**src/rtl/nukv_fifo_rr_arbiter.sv**
```systemverilog
// nukv_fifo_rr_arbiter
// Three-input round-robin arbiter feeding one FIFO write port. A grant is held
// for a bounded burst. The selected word is registered into a single output
// slot together with the index of its source.
module nukv_fifo_rr_arbiter #(
  parameter int DATA_SIZE = 16,
  parameter int MAX_BURST = 8
) (
  input  logic                 s_axis_clk,
  input  logic                 s_axis_rst,
  input  logic [DATA_SIZE-1:0] s0_axis_tdata,
  input  logic                 s0_axis_tvalid,
  output logic                 s0_axis_tready,
  input  logic [DATA_SIZE-1:0] s1_axis_tdata,
  input  logic                 s1_axis_tvalid,
  output logic                 s1_axis_tready,
  input  logic [DATA_SIZE-1:0] s2_axis_tdata,
  input  logic                 s2_axis_tvalid,
  output logic                 s2_axis_tready,
  output logic [DATA_SIZE-1:0] m_axis_tdata,
  output logic [1:0]           m_axis_tsrc,
  output logic                 m_axis_tvalid,
  input  logic                 m_axis_tready,
  input  logic                 m_axis_talmostfull
);

  localparam int CW = $clog2(MAX_BURST + 1);
  localparam logic [CW-1:0] LAST_CNT = CW'(MAX_BURST - 1);

  typedef enum logic {IDLE, BURST} state_t;

  state_t         state, state_next;
  logic [1:0]     grant, grant_next;
  logic [1:0]     last, last_next;
  logic [CW-1:0]  cnt, cnt_next;

  logic           slot_free;
  logic           open;
  logic           gvalid;
  logic [DATA_SIZE-1:0] gdata;
  logic           xfer;
  logic [3:0]     valid_vec;
  logic [1:0]     cand [3];
  logic [1:0]     winner;
  logic           found;

  // Successor in the 0 -> 1 -> 2 -> 0 ring.
  function automatic logic [1:0] inc3(input logic [1:0] x);
    return (x == 2'd2) ? 2'd0 : x + 2'd1;
  endfunction

  // The output slot can take a new word if it is empty or draining this cycle.
  assign slot_free = !m_axis_tvalid || m_axis_tready;
  // Acceptance window for the granted input; almost-full blocks it outright.
  assign open = (state == BURST) && slot_free && !m_axis_talmostfull;

  assign s0_axis_tready = open && (grant == 2'd0);
  assign s1_axis_tready = open && (grant == 2'd1);
  assign s2_axis_tready = open && (grant == 2'd2);

  // Route the granted input's valid and data.
  always_comb begin
    gvalid = 1'b0;
    gdata  = '0;
    case (grant)
      2'd0: begin gvalid = s0_axis_tvalid; gdata = s0_axis_tdata; end
      2'd1: begin gvalid = s1_axis_tvalid; gdata = s1_axis_tdata; end
      2'd2: begin gvalid = s2_axis_tvalid; gdata = s2_axis_tdata; end
      default: begin gvalid = 1'b0; gdata = '0; end
    endcase
  end

  assign xfer = open && gvalid;

  // Round-robin search: last+1, last+2, then last itself.
  always_comb begin
    valid_vec = {1'b0, s2_axis_tvalid, s1_axis_tvalid, s0_axis_tvalid};
    cand[0]   = inc3(last);
    cand[1]   = inc3(inc3(last));
    cand[2]   = last;
    found     = 1'b0;
    winner    = 2'd0;
    for (int k = 0; k < 3; k++) begin
      if (!found && valid_vec[cand[k]]) begin
        found  = 1'b1;
        winner = cand[k];
      end
    end
  end

  // Arbitration and burst-tracking next state.
  always_comb begin
    state_next = state;
    grant_next = grant;
    last_next  = last;
    cnt_next   = cnt;
    case (state)
      IDLE: begin
        if (found) begin
          grant_next = winner;
          last_next  = winner;
          cnt_next   = '0;
          state_next = BURST;
        end
      end
      BURST: begin
        if (xfer) begin
          cnt_next = cnt + 1'b1;
          if (cnt == LAST_CNT) begin
            state_next = IDLE;
          end
        end else if (open && !gvalid) begin
          state_next = IDLE;
        end
      end
      default: state_next = IDLE;
    endcase
  end

  // Arbiter state registers.
  always_ff @(posedge s_axis_clk or negedge s_axis_rst) begin
    if (!s_axis_rst) begin
      state <= IDLE;
      grant <= 2'd0;
      last  <= 2'd2;
      cnt   <= '0;
    end else begin
      state <= state_next;
      grant <= grant_next;
      last  <= last_next;
      cnt   <= cnt_next;
    end
  end

  // Output slot: load on transfer, otherwise clear once the word is taken.
  always_ff @(posedge s_axis_clk or negedge s_axis_rst) begin
    if (!s_axis_rst) begin
      m_axis_tvalid <= 1'b0;
      m_axis_tdata  <= '0;
      m_axis_tsrc   <= 2'd0;
    end else if (xfer) begin
      m_axis_tvalid <= 1'b1;
      m_axis_tdata  <= gdata;
      m_axis_tsrc   <= grant;
    end else if (m_axis_tvalid && m_axis_tready) begin
      m_axis_tvalid <= 1'b0;
    end
  end

endmodule

```
**config.mk**
```make
export PLATFORM = sky130hd
export DESIGN_NAME = nukv_fifo_rr_arbiter
export DESIGN_NICKNAME = d
export VERILOG_FILES = /design/src/rtl/nukv_fifo_rr_arbiter.sv
export SDC_FILE = /design/constraint.sdc
export NUM_CORES = 1
export LEC_CHECK = 0
export ABC_CLOCK_PERIOD_IN_PS = 1800
export BUFFER_PORTS_ARGS = -buffer_cell sky130_fd_sc_hd__clkbuf_2
export CORE_MARGIN = 4
export CORE_UTILIZATION = 46
export DETAILED_ROUTE_END_ITERATION = 7
export PLACE_DENSITY = 0.81
export SYNTH_ARGS = -nofsm -noshare
export SYNTH_HDL_FRONTEND = slang
export SYNTH_SLANG_ARGS = --single-unit
```
**constraint.sdc**
```tcl
create_clock -name s_axis_clk -period 1.8 [get_ports s_axis_clk]
set_input_delay 0.18 -clock s_axis_clk [delete_from_list [all_inputs] [get_ports s_axis_clk]]
set_output_delay 0.18 -clock s_axis_clk [all_outputs]
set_load 0.005 [all_outputs]
```
Yosys cells after proc, flatten, opt, wreduce, memory -nomap -nowiden
Index checks and enable logic that the tools add are counted.
{"block": "classes", "addsub": 3, "magnitude_cmp": 3, "eq_ne": 7, "n_mux": 26, "n_bitwise": 1, "reduce_logical": 20}
{"cell": "$pmux W16 S3", "n": 1}
{"cell": "$mux W1", "n": 12}
{"cell": "$logic_and A1 B1 Y1", "n": 10}
{"cell": "$mux W2", "n": 5}
{"cell": "$lt A2 B3 Y1 const B", "n": 3}
{"cell": "$mux W4", "n": 2}
{"cell": "$pmux W4 S2", "n": 1}
{"cell": "$bmux W1 S2", "n": 3}
{"cell": "$eq A2 B2 Y1 const B", "n": 3}
{"cell": "$logic_not A1 Y1", "n": 5}
{"cell": "$add A2 B1 Y2 const B", "n": 2}
{"cell": "$add A4 B1 Y4 const B", "n": 1}
{"cell": "$eq A4 B3 Y1 const B", "n": 1}
{"cell": "$reduce_and A2 Y1", "n": 2}
{"cell": "$pmux W1 S3", "n": 1}
{"cell": "$eq A2 B1 Y1 const B", "n": 1}
{"cell": "$logic_not A2 Y1", "n": 1}
{"cell": "$ne A2 B1 Y1 const B", "n": 1}
{"cell": "$ne A2 B2 Y1 const B", "n": 1}
{"cell": "$pmux W1 S2", "n": 1}
{"cell": "$reduce_bool A2 Y1", "n": 1}
{"cell": "$logic_or A1 B1 Y1", "n": 1}
{"cell": "$not A1 Y1", "n": 1}
{"block": "totals", "regBits": 28, "input_bits": 55, "out_inout_bits": 22}

Logic depth before layout (Yosys ltp)
{"block": "logic_depth", "depth_word": 13, "ltp_mapped": 5, "ltp_nobuf": 4}

Worst setup path after synthesis
OpenSTA, ideal clock, no wires.
{"block": "synth_timing", "path_type": "register to register", "start": "reg grant[0]", "end": "reg m_axis_tdata[12]", "setup_ns": 0.125, "t_arrival_ns": 1.301, "t_required_ns": 1.675, "path_slack_ns": 0.373, "path_stages_with_launch": 6, "path_buffers": 2, "cell_sequence": "dfrtp_1 > buf_4 > buf_2 > mux2i_1 > o21ai_0 > mux2_4"}
{"block": "synth_via", "elab_chain_len": 3, "elab_cells_between_ends": 6, "classes_between": "2 x eq/ne; 2 x mux; 2 x reduce/logical"}
{"element": "from (decl)", "line_no": "33", "rtl": "logic [1:0] grant, grant_next;"}
{"element": "from (signal assigned)", "line_no": "129", "rtl": "grant <= grant_next;"}
{"element": "$eq A2 B2 Y1, or another cell as far along", "line_no": "65", "rtl": "case (grant)"}
{"element": "$pmux W1 S3", "line_no": "65"}
{"element": "$logic_and A1 B1 Y1", "line_no": "73", "rtl": "assign xfer = open && gvalid;"}
{"element": "to (signal assigned)", "line_no": "143", "rtl": "m_axis_tdata <= gdata;"}
{"element": "to (decl)", "line_no": "20", "rtl": "output logic [DATA_SIZE-1:0] m_axis_tdata,"}
Several ways; a longest one is shown, not always the timed one.
A chain may end at the register's enable or synchronous reset.

Worst setup path after layout
{"block": "layout_timing", "start": "reg grant[0]", "end": "reg m_axis_tdata[6]"}
The elaborated chain is that of the path after synthesis.

==> summary.md <==
| Metric | Value |
|---|---|
| Reg clk slew, reported paths | `0.13 ns` |
| Synth Register Bits | `27` |
| Req. time, crit path | `2.01 ns` |
| PortBufs | `76` |
| Initial drt markers | `66` |
| Crit path cell chain | `buf_4, nand3b_1, o21ai_2, nand2_2, buf_12, mux2_4` |
| Routed WL per cell | `13.7 microns` |
| Hold WC Path Type | `in2reg` |
| Vias/cell | `4.93` |
| Cells after Synth | `145` |
| Vias | `1347` |
| Maxcap violations | `0` |
| Avg Cell Area, Syn | `~11 sq um` |
| Routability cong. | `~0.8` |
| Final core utilization | `0.633` |
| Cts bufs inserted | `3` |
| P per Cell Area | `1390 mW/mm^2` |
| Met3 Use GR | `0.0287` |
| Area of the multi-input gates | `around 860 sq um` |
| DR DRC count | `0` |
| Crit-path slowest cell | `dfrtp_2` |
| Starting Density | `0.477` |
| Nets | `around 280` |
| Final min period | `1.71 ns` |
| Worst IR drop on VDD | `0.837 mV` |
| Drt first pass iters | `4` |
| P&R area growth vs syn | `32.8%` |
| First-pass GRT wire length | `roughly 5900 microns` |
| Initial antenna violation count | `0` |
| Status | `completed` |
| Final setup skew | `0.00361 ns` |
| Syn nets | `201` |
| Sequential cell area | `678 sq um` |
| Largest net degree at the start of global routing | `28` |
| Total track usage | `0.173` |
| Final setup fails | `0` |
| Leak | `1.15 nW` |
| Final period utilization | `0.948` |
| CTS tree | `done` |
| Filler instances | `281` |
| Std-Cell Core Area | `around 0.0033 sq mm` |
| CP endpoint kind | `register` |
| Clock sinks | `27` |
| GRT Residual Overflow | `0` |
| Clk root buf | `clkbuf_4` |
| Buf/Inv on CP | `2` |
| H-tree depth | `1` |
| Final Hold Fails | `0` |
| Power Total | `2.94 mW` |
| Hold_ws | `between 0.1 and 0.15 ns` |
| Die X | `between 60 and 70 microns` |
| Crit path kind | `reg2reg` |
| CP Launch Type | `register` |
| Final wirelength | `roughly 3700 microns` |
| Mapped Area | `0.00159 sq mm` |
| Crit-path max cell delay | `roughly 0.48 ns` |
| # diodes | `0` |
| Detail Route Antenna Nets | `0` |
| GRT busiest layer | `met2` |
| Cell variety after synth | `31` |
| Synth Warn # | `0` |
| Worst slew margin | `0.564` |
| Data arrival, critical path | `1.91 ns` |
| Actual slew at the worst max-slew pin | `0.654 ns` |
| Sequential share of the synthesized area | `0.426` |
| Max-slew violations | `0` |
| Clk buf depth | `2` |
| Hpwl dp | `2830 microns` |
| Later-pin clock latency in the skew report | `0.31 ns` |
| Die area | `0.00446 sq mm` |
| Row cnt | `21` |
| Number of global-route vias before repair | `~1300` |
| Die Span Y | `66.8 microns` |
| Ports | `77` |
| Fmax | `586 MHz` |
| Routing usage on met1 | `0.217` |
| Fraction of layout instances using a drive strength above 1 | `0.498` |
| CP delay by family, top | `flip-flops` |
| GRT met2 Usage | `0.302` |
| Max Fanout on Critical Path | `16` |
## cell type report
cell class	instances	area share
tap	46	0.0273
clock buffer	4	0.0124
timing repair buffer	86	0.230
multi-input combinational	108	0.406
inverter	2	0.00355
sequential	27	0.321
## cell usage in the layout, fill, tap and decap left out, types with 2 or more instances in the layout
cell      count
inv_1         2
clkbuf_2     76
o21ai_0      19
nor2b_1       2
nand3b_1      2
buf_6         2
nand2_1      27
mux2_4       17
clkbuf_4      3
buf_4         5
mux2i_1      21
nand3_1       2
dfrtp_1      25
## per-layer routing
metal,vias up,share of wire
met5,-,0
met4,0,0.010
met3,4,0.079
met2,44,0.49
met1,628,0.42
li1,671,-
## synthesized netlist by cell type, drive strengths merged
cell / instances / area [sq um]
a2111oi: 1 / 8.76
a21boi: 1 / 7.51
a21o: 1 / 7.51
a22oi: 1 / 7.51
and2: 1 / 6.26
and3: 1 / 6.26
buf: 5 / 40.0
clkbuf: 3 / 11.3
dfrtp: 26 / 651
dfstp: 1 / 26.3
ha: 1 / 12.5
inv: 2 / 7.51
mux2: 18 / 267
mux2i: 21 / 210
nand2: 28 / 108
nand2b: 1 / 6.26
nand3: 2 / 10.0
nand3b: 2 / 15.0
nor2b: 3 / 18.8
nor3: 1 / 5.00
nor3b: 2 / 26.3
o2111ai: 1 / 8.76
o21ai: 20 / 104
o31ai: 1 / 12.5
or2b: 1 / 7.51
## power breakdown
group / internal, mW / switching [mW] / total, mW
registers: 0.877 / 0.187 / 1.06
logic: 0.927 / 0.699 / 1.63
clock network: 0.0864 / 0.161 / 0.248
total: 1.89 / 1.05 / 2.94
## final timing paths
check | startpoint | to | slack [ns] | depth (start not counted)
worst max-delay path | grant[0] | m_axis_tdata[6] | 0.09 | 6
worst min-delay path | m_axis_tready | m_axis_tvalid | 0.15 | 3
worst max register to register | grant[0] | m_axis_tdata[6] | 0.09 | 6
worst min register to register | cnt[3] | cnt[3] | 0.49 | 1
max in group asynchronous | s_axis_rst | grant[0] | 0.92 | 2
min in group asynchronous | s_axis_rst | m_axis_tdata[0] | 0.41 | 2
## logic make-up (layout without fill, tap and decap cells)
| family | Yosys count | in the layout | synth area share |
|---|---|---|---|
| simple gates | 42 | 42 | 0.131 |
| mux | 39 | 39 | 0.300 |
| flops | 27 | 27 | 0.426 |
| compound gates | 26 | 26 | 0.0984 |
| buf+inv | 10 | 92 | 0.0370 |
| fa+ha+maj | 1 | 1 | 0.00787 |
## what timing repair did
item                                    4_1_cts  5_1_grt
resized for setup                             4        2
endpoints found under the hold margin        26        0
buffers inserted                              0        2
endpoints found under the setup margin        1        1
hold buffers                                  1        0
## stage by stage
step / setup TNS (ns) / cells / instance area (sq um) / setup slack [ns]
after floorplan: 0 / 145 / 1590 / 0.373
after global placement: 0 / 266 / 2040 / 0.181
after detailed placement: 0 / 266 / 2040 / 0.128
after CTS: 0 / 271 / 2090 / 0.0271
after global routing: -0.0295 / 273 / 2110 / -0.0295
final: 0 / 273 / 2110 / 0.0943
## tightest hold or removal path, delay by kind of cell
family                 cells  cell delay (ns)
buffers and inverters      1             0.07
and+or+nand+nor            2             0.18
## registers in the layout (all words and copies together) (netlist names)
name / cells
cnt: 4
grant: 2
last: 1
m_axis_tdata: 16
m_axis_tsrc: 2
m_axis_tvalid: 1
state: 1
Note: power is estimated with default switching activity, not from simulation.
